===== src/rtl/arm_pkg.sv =====
// Shared definitions for the ARM core pipeline back end.
// Holds the register-index and data-word widths, the memory-wait FSM
// state type, and the default stall-cycle watchdog limit.
package arm_pkg;

  localparam int unsigned DEST_W_DEF    = 4;   // register-file index width
  localparam int unsigned WORD_W        = 32;  // data path width
  localparam int unsigned STALL_MAX_DEF = 16;  // watchdog limit for one access

  // Memory-access tracking FSM: IDLE while the memory stage is Ready,
  // WAIT while an SRAM access is holding it off.
  typedef enum logic {
    IDLE = 1'b0,
    WAIT = 1'b1
  } mem_state_e;

endpackage


===== src/rtl/sat_counter.sv =====
// Saturating up-counter with asynchronous reset and synchronous clear.
// Ports:
//   clk  - clock, counts on the rising edge
//   rst  - asynchronous active-high reset to zero
//   clr  - synchronous clear to zero (wins over inc)
//   inc  - count enable; the value sticks at MAX instead of wrapping
//   q    - current count
module sat_counter #(
  parameter int unsigned   W   = 32,
  parameter logic [W-1:0]  MAX = '1
) (
  input  logic         clk,
  input  logic         rst,
  input  logic         clr,
  input  logic         inc,
  output logic [W-1:0] q
);

  logic [W-1:0] cnt_q;
  logic [W-1:0] cnt_d;

  always_comb begin
    cnt_d = cnt_q;
    if (clr) begin
      cnt_d = '0;
    end else if (inc && (cnt_q != MAX)) begin
      cnt_d = cnt_q + W'(1);
    end
  end

  always_ff @(posedge clk or posedge rst) begin
    if (rst) begin
      cnt_q <= '0;
    end else begin
      cnt_q <= cnt_d;
    end
  end

  assign q = cnt_q;

endmodule


===== src/rtl/mem_wb_stage.sv =====
// MEM/WB pipeline register and write-back selector.
// Captures the memory stage result whenever it is Ready (and not flushed),
// selecting load data or the ALU result before the register, and drives the
// register-file write port plus the forwarding unit. It also tracks SRAM
// stall episodes: total stall cycles, retired write-backs, and a sticky
// watchdog flag for any single stall lasting STALL_MAX cycles.
// Ports:
//   clk, rst          - clock, asynchronous active-high reset
//   WB_EN_IN          - write-back enable from the memory stage
//   MEM_R_EN_IN       - instruction is a load (select data_mem_IN)
//   ALU_res_IN        - ALU result
//   data_mem_IN       - load data
//   Dest_IN           - destination register index
//   Ready             - memory stage ready; low while SRAM access in progress
//   flush             - synchronous bubble insert, overrides Ready
//   WB_WB_EN/WB_Dest/WB_Value - register-file write port
//   fwd_valid         - copy of WB_WB_EN for the hazard/forwarding unit
//   stall_cnt         - saturating count of cycles with Ready low
//   retire_cnt        - saturating count of cycles with WB_WB_EN high
//   stall_timeout     - sticky watchdog flag, cleared only by rst
//   mem_busy          - high while the FSM is in WAIT
module mem_wb_stage
  import arm_pkg::*;
#(
  parameter int unsigned DEST_W    = DEST_W_DEF,
  parameter int unsigned CNT_W     = 32,
  parameter int unsigned STALL_MAX = STALL_MAX_DEF
) (
  input  logic              clk,
  input  logic              rst,
  input  logic              WB_EN_IN,
  input  logic              MEM_R_EN_IN,
  input  logic [WORD_W-1:0] ALU_res_IN,
  input  logic [WORD_W-1:0] data_mem_IN,
  input  logic [DEST_W-1:0] Dest_IN,
  input  logic              Ready,
  input  logic              flush,
  output logic              WB_WB_EN,
  output logic [DEST_W-1:0] WB_Dest,
  output logic [WORD_W-1:0] WB_Value,
  output logic              fwd_valid,
  output logic [CNT_W-1:0]  stall_cnt,
  output logic [CNT_W-1:0]  retire_cnt,
  output logic              stall_timeout,
  output logic              mem_busy
);

  localparam int unsigned RUN_W = $clog2(STALL_MAX + 1);

  // Pipeline register
  logic              wb_en_q,  wb_en_d;
  logic [DEST_W-1:0] dest_q,   dest_d;
  logic [WORD_W-1:0] value_q,  value_d;
  logic              capture;

  assign capture = Ready & ~flush;

  always_comb begin
    wb_en_d = 1'b0;
    dest_d  = dest_q;
    value_d = value_q;
    if (capture) begin
      wb_en_d = WB_EN_IN;
      dest_d  = Dest_IN;
      value_d = MEM_R_EN_IN ? data_mem_IN : ALU_res_IN;
    end
  end

  always_ff @(posedge clk or posedge rst) begin
    if (rst) begin
      wb_en_q <= 1'b0;
      dest_q  <= '0;
      value_q <= '0;
    end else begin
      wb_en_q <= wb_en_d;
      dest_q  <= dest_d;
      value_q <= value_d;
    end
  end

  // Stall tracking FSM with registered outputs
  mem_state_e       state_q;
  logic             busy_q;
  logic             timeout_q;
  logic [RUN_W-1:0] run_q;
  logic             run_clr;
  logic             run_hits_max;

  // The run counter is zero throughout IDLE, so it only needs clearing when
  // a WAIT episode ends; in IDLE a Ready-low cycle increments it 0 -> 1.
  assign run_clr      = (state_q == WAIT) && Ready;
  assign run_hits_max = !Ready && (run_q == RUN_W'(STALL_MAX - 1));

  always_ff @(posedge clk or posedge rst) begin
    if (rst) begin
      state_q   <= IDLE;
      busy_q    <= 1'b0;
      timeout_q <= 1'b0;
    end else begin
      case (state_q)
        IDLE: begin
          if (!Ready) begin
            state_q <= WAIT;
            busy_q  <= 1'b1;
          end
        end
        WAIT: begin
          if (Ready) begin
            state_q <= IDLE;
            busy_q  <= 1'b0;
          end
        end
        default: begin
          state_q <= IDLE;
          busy_q  <= 1'b0;
        end
      endcase
      if (run_hits_max) begin
        timeout_q <= 1'b1;
      end
    end
  end

  sat_counter #(
    .W   (RUN_W),
    .MAX (RUN_W'(STALL_MAX))
  ) u_run_cnt (
    .clk (clk),
    .rst (rst),
    .clr (run_clr),
    .inc (!Ready),
    .q   (run_q)
  );

  // Performance counters
  sat_counter #(
    .W (CNT_W)
  ) u_stall_cnt (
    .clk (clk),
    .rst (rst),
    .clr (1'b0),
    .inc (!Ready),
    .q   (stall_cnt)
  );

  // Counts on the same edge that loads WB_WB_EN high, so the count already
  // includes the write-back currently presented on the output.
  sat_counter #(
    .W (CNT_W)
  ) u_retire_cnt (
    .clk (clk),
    .rst (rst),
    .clr (1'b0),
    .inc (wb_en_d),
    .q   (retire_cnt)
  );

  assign WB_WB_EN      = wb_en_q;
  assign fwd_valid     = wb_en_q;
  assign WB_Dest       = dest_q;
  assign WB_Value      = value_q;
  assign stall_timeout = timeout_q;
  assign mem_busy      = busy_q;

endmodule

===== config.mk =====
export PLATFORM = sky130hd
export DESIGN_NAME = mem_wb_stage
export DESIGN_NICKNAME = d
export VERILOG_FILES = /design/src/rtl/arm_pkg.sv /design/src/rtl/sat_counter.sv /design/src/rtl/mem_wb_stage.sv
export SDC_FILE = /design/constraint.sdc
export NUM_CORES = 1
export LEC_CHECK = 0
export ABC_AREA = 1
export ABC_CLOCK_PERIOD_IN_PS = 5100
export CORE_UTILIZATION = 40
export DETAILED_ROUTE_END_ITERATION = 10
export PLACE_DENSITY_LB_ADDON = 0.12
export REMOVE_ABC_BUFFERS = 1
export SYNTH_ARGS = -nofsm -noshare
export SYNTH_HDL_FRONTEND = slang
export SYNTH_SLANG_ARGS = --single-unit

===== constraint.sdc =====
create_clock -name clk -period 5.1 [get_ports clk]
set_input_delay 1.02 -clock clk [delete_from_list [all_inputs] [get_ports clk]]
set_output_delay 1.02 -clock clk [all_outputs]
set_load 0.005 [all_outputs]

; ---- Word-level counts from Yosys, hierarchy flattened
; Cells that the tools add are included.
[word_totals]
ff_bits = 109
in_bits = 74
out_inout_bits = 104
[classes]
n_addsub = 3
n_eq_ne = 6
muxes = 8
n_bitwise = 3
n_reduce_logical = 8
[op_table]
columns = cell, n
row1 = "32-bit by 1-bit adder with 32-bit output, second input constant", 2
row2 = "32-bit != test, second input constant", 2
row3 = 32-bit 2-to-1 mux, 1
row4 = 5-bit 2-to-1 mux, 2
row5 = "5-bit by 1-bit adder with 5-bit output, second input constant", 1
row6 = "5-bit by 4-bit == test with 1-bit output, second input constant", 1
row7 = 1-bit logical AND, 5
row8 = "5-bit != test, second input constant", 1
row9 = 1-bit 2-to-1 mux, 4
row10 = "2-bit != test, second input constant", 2
row11 = 1-bit inverter, 2
row12 = 1-bit one-hot mux with 2 select lines, 1
row13 = 2-bit AND reduction, 1
row14 = 2-bit nonzero test, 1
row15 = 1-bit AND, 1
row16 = 1-bit zero test, 1

; ---- Logic depth before layout (Yosys ltp)
[depth]
word_depth = 4
ltp_mapped = 11
depth_no_buf = 10

; ---- By module
; Synthesis repeated with hierarchy kept, for this count alone.
[unflattened]
hier_cells = 1043
hier_area_um2 = 6871.6
[modules_own_cells]
columns = mod, n_inst, cells_each, area_each_um2
row1 = sat_counter (u_retire_cnt ...), 2, 360, 2274.7
row2 = mem_wb_stage, 1, 278, 1978.1
row3 = sat_counter (u_run_cnt), 1, 45, 344.1

; ---- Least setup slack after synthesis
; OpenSTA, ideal clock, no wires.
[synth_path]
kind = input -> register
startpoint = in flush
endpoint = reg value_q[0], in the netlist WB_Value[0]
setup_ps = 124
t_arrival_ps = 1819
path_slack_ps = 3157
cell_stages = 6
path_buffers = 1
cell_sequence = inv_1 nand2_1 clkinv_1 clkbuf_1 nor2_1 a21oi_1
[synth_between]
elab_chain_cells = 2
[synth_lines]
columns = element, line
row1 = from (decl), mem_wb_stage.sv:37  ; input logic flush,
row2 = 1-bit inverter, mem_wb_stage.sv:56  ; assign capture = Ready & ~flush;
row3 = 1-bit AND, mem_wb_stage.sv:56
row4 = to (signal assigned), mem_wb_stage.sv:77  ; value_q <= value_d;
row5 = to (decl), mem_wb_stage.sv:53  ; logic [WORD_W-1:0] value_q, value_d;
; No other way between the ends.
; A chain may end at the register's enable or synchronous reset.

; ---- Worst setup path in the final report
[layout_path]
startpoint = in Ready
endpoint = reg u_retire_cnt.cnt_q[6], in the netlist u_retire_cnt.q[6]
[layout_between]
elab_chain_cells = 3
[layout_lines]
columns = element, line
row1 = from (decl), mem_wb_stage.sv:36  ; input logic Ready,
row2 = 1-bit AND, mem_wb_stage.sv:56
row3 = 1-bit 2-to-1 mux, mem_wb_stage.sv:62  ; if (capture) begin
row4 = 1-bit logical AND, sat_counter.sv:26  ; end else if (inc && (cnt_q != MAX)) begin
row5 = to (signal assigned), sat_counter.sv:35  ; cnt_q <= cnt_d;
row6 = to (decl), sat_counter.sv:19  ; logic [W-1:0] cnt_q;
; No other way between the ends.

==> flow_summary.ini <==
[run_status]
status = completed

[timing]
setup_viol = 0
post-route-period-util_pct = 55.5
worstMarginPinSlew_ps = 1240
final_hold_viol_count = 0
slew_violations = 0
rsz0062_at_grt = false
skew_ps = 4.54
post-route-min-period_ps = 2830
clock.fmax_ghz = 0.353
tns_ps = 0
max-slew-margin-rel_pct = 17.2

[hold_path]
hold_path.class = flip-flop to flip-flop
hold_path_depth = 1

[finish]
finalCoreUtilization_pct = 56.3
fin_cells = 1332
antennaDiodeCount = 0
areaGrowthSynthToFinish_pct = 35.3
num-nets-final = 1196
drive_above_1_share_pct = 3.57
layout_commonest_cell = nand2_1
layout_common_cells = 423 x nand2_1, 177 x clkdlybuf4s50_1, 139 x nor2_1
fin_area_um2 = 8650

[critical_path]
startpoint_type = input pin
criticalPathCategory = input pin to flip-flop
end_kind = flip-flop
cp.arrival_ps = 3120
crit_fanout = 25
required_ps = 5390
rr_worst_depth = 10

[clocking]
clk_latency_ps = 350
cts_buffers = 9
holdBufCountCts = 0
cts_root_buf = clkbuf_16
clockBufferDepth = 2
cts_htree_levels = 3
cts.sinks = 109
postCtsSetupBuffers = 0
clk_pin_slew_ps = 70
postCtsResizedCells = 0
cts_tree = yes

[placed_design]
gp_congestion = 0.872
dpl.hpwl_um = 13500
placed_area_um2 = 8340
port_buffers = 177
post-place-cells = 1316

[yosys]
yosysWarningCount = 0
synth_top_area_share_pct = 42.7
synth_area_per_cell_um2 = 6.76
yosysSeqAreaShare_pct = 42.7
synth_area_leaders = dfrtp_1 43%, nand2_1 25%, nor2_1 8.2%
synthesis.instances = 946
netlist_area_um2 = 6390
ys_ff_latch = 109
ys_types = 28
synth_top_cell_by_area = dfrtp_1

[drt]
drc = 0
first_pass_iters = 5
wirelength_um = 18600
drt_iter0_drc = 333
vias = 6412
wire_per_inst_um = 14.0
antenna_left = 0
post_drt_via_cell_ratio = 4.81

[global_routing]
grt_use_total_pct = 22.9
antenna_found_initial = 0
grt_start_max_net_pins = 44
grt_pass1_vias = 5854
overflow = 0
grt_pass1_wl_um = 29700

[die]
num_rows = 45
placeableCoreArea_um2 = 15400
start_util_pct = 41.6
die_y_um = 128
pin_count = 178
die-area_um2 = 16500
die_w_um = 128

[power]
p_per_area_nw_per_um2 = 256
power_leakage_uw = 0.00377
ir_worst_vdd_mv = 0.145

[flow_run]
drv_cap = 0
-- synth_stat cells --
cell,n
nand3_1,40
xnor2_1,14
dfrtp_1,109
buf_6,4
clkbuf_1,13
nor3_1,1
nand3_4,1
nor2_4,5
xor2_1,11
clkinv_1,1
inv_1,63
a21oi_1,66
o21ai_0,13
nor2_2,3
and2_1,3
ha_1,6
inv_2,1
buf_4,3
o31ai_1,1
nand2_2,5
a21oi_2,1
nand2_4,2
buf_2,3
nand4_1,7
nand3b_1,7
a21o_1,1
nor2_1,139
nand2_1,423
-- where the power goes --
part | switching (uW) | total [uW] | internal [uW]
clock network | 324 | 732 | 408
logic | 197 | 447 | 250
registers | 89.3 | 1040 | 950
total | 611 | 2220 | 1610
-- sequential cells by signal (all words and copies together), names as in the netlist --
register / count
mem_busy: 1
WB_Dest: 4
u_stall_cnt.q: 32
stall_timeout: 1
WB_Value: 32
state_q: 1
u_retire_cnt.q: 32
u_run_cnt.q: 5
WB_WB_EN: 1
-- final cells by class --
cell class | count | area [um2]
Timing Repair Buffer | 182 | 1810
Multi-Input combinational cell | 749 | 3290
Sequential cell | 109 | 2730
Clock buffer | 11 | 253
Fill cell | 1527 | 6720
Tap cell | 211 | 264
Clock inverter | 5 | 58.8
Inverter | 65 | 246
-- critical path, stage by stage --
cell,delay (ps)
clkdlybuf4s50_1,620
nand3_1,270
a21oi_2,960
nand2_1,130
nand2_1,120
-- layer usage --
layer / global-route usage [%] / vias up / wire [um]
met3: 3.99 / 18 / 1340
met2: 36.1 / 198 / 8200
li1: - / 3282 / -
met1: 31.9 / 2914 / 8770
met4: 7.75 / 0 / 294
met5: 0 / - / 0
-- worst paths after layout --
path / from / end / slack [ps]
max reg2reg: u_stall_cnt.q[0] / u_stall_cnt.q[12] / 2520
max: Ready / u_retire_cnt.q[6] / 2270
min reg2reg: stall_timeout / stall_timeout / 460
min in group asynchronous: rst / u_stall_cnt.q[5] / 1000
min: stall_timeout / stall_timeout / 460
max in group asynchronous: rst / u_retire_cnt.q[1] / 3190
-- through the flow --
step | hold slack, ps | setup WS, ps | total power, uW
3_5_place_dp | 446 | 1880 | 1510
3_3_place_gp | 458 | 1980 | 1500
2_1_floorplan | 451 | 1210 | 1230
6_report | 459 | 2270 | 2220
5_1_grt | 486 | 2090 | 2340
4_1_cts | 466 | 2260 | 2240
-- cells by family after synthesis --
| family | synth area share (%) |
|---|---|
| buf+inv | 5.87 |
| flops | 42.7 |
| fa+ha+maj | 1.17 |
| compound gates | 6.56 |
| xor+xnor | 3.43 |
| simple gates | 40.3 |
Power figures use the tool's default switching activity.
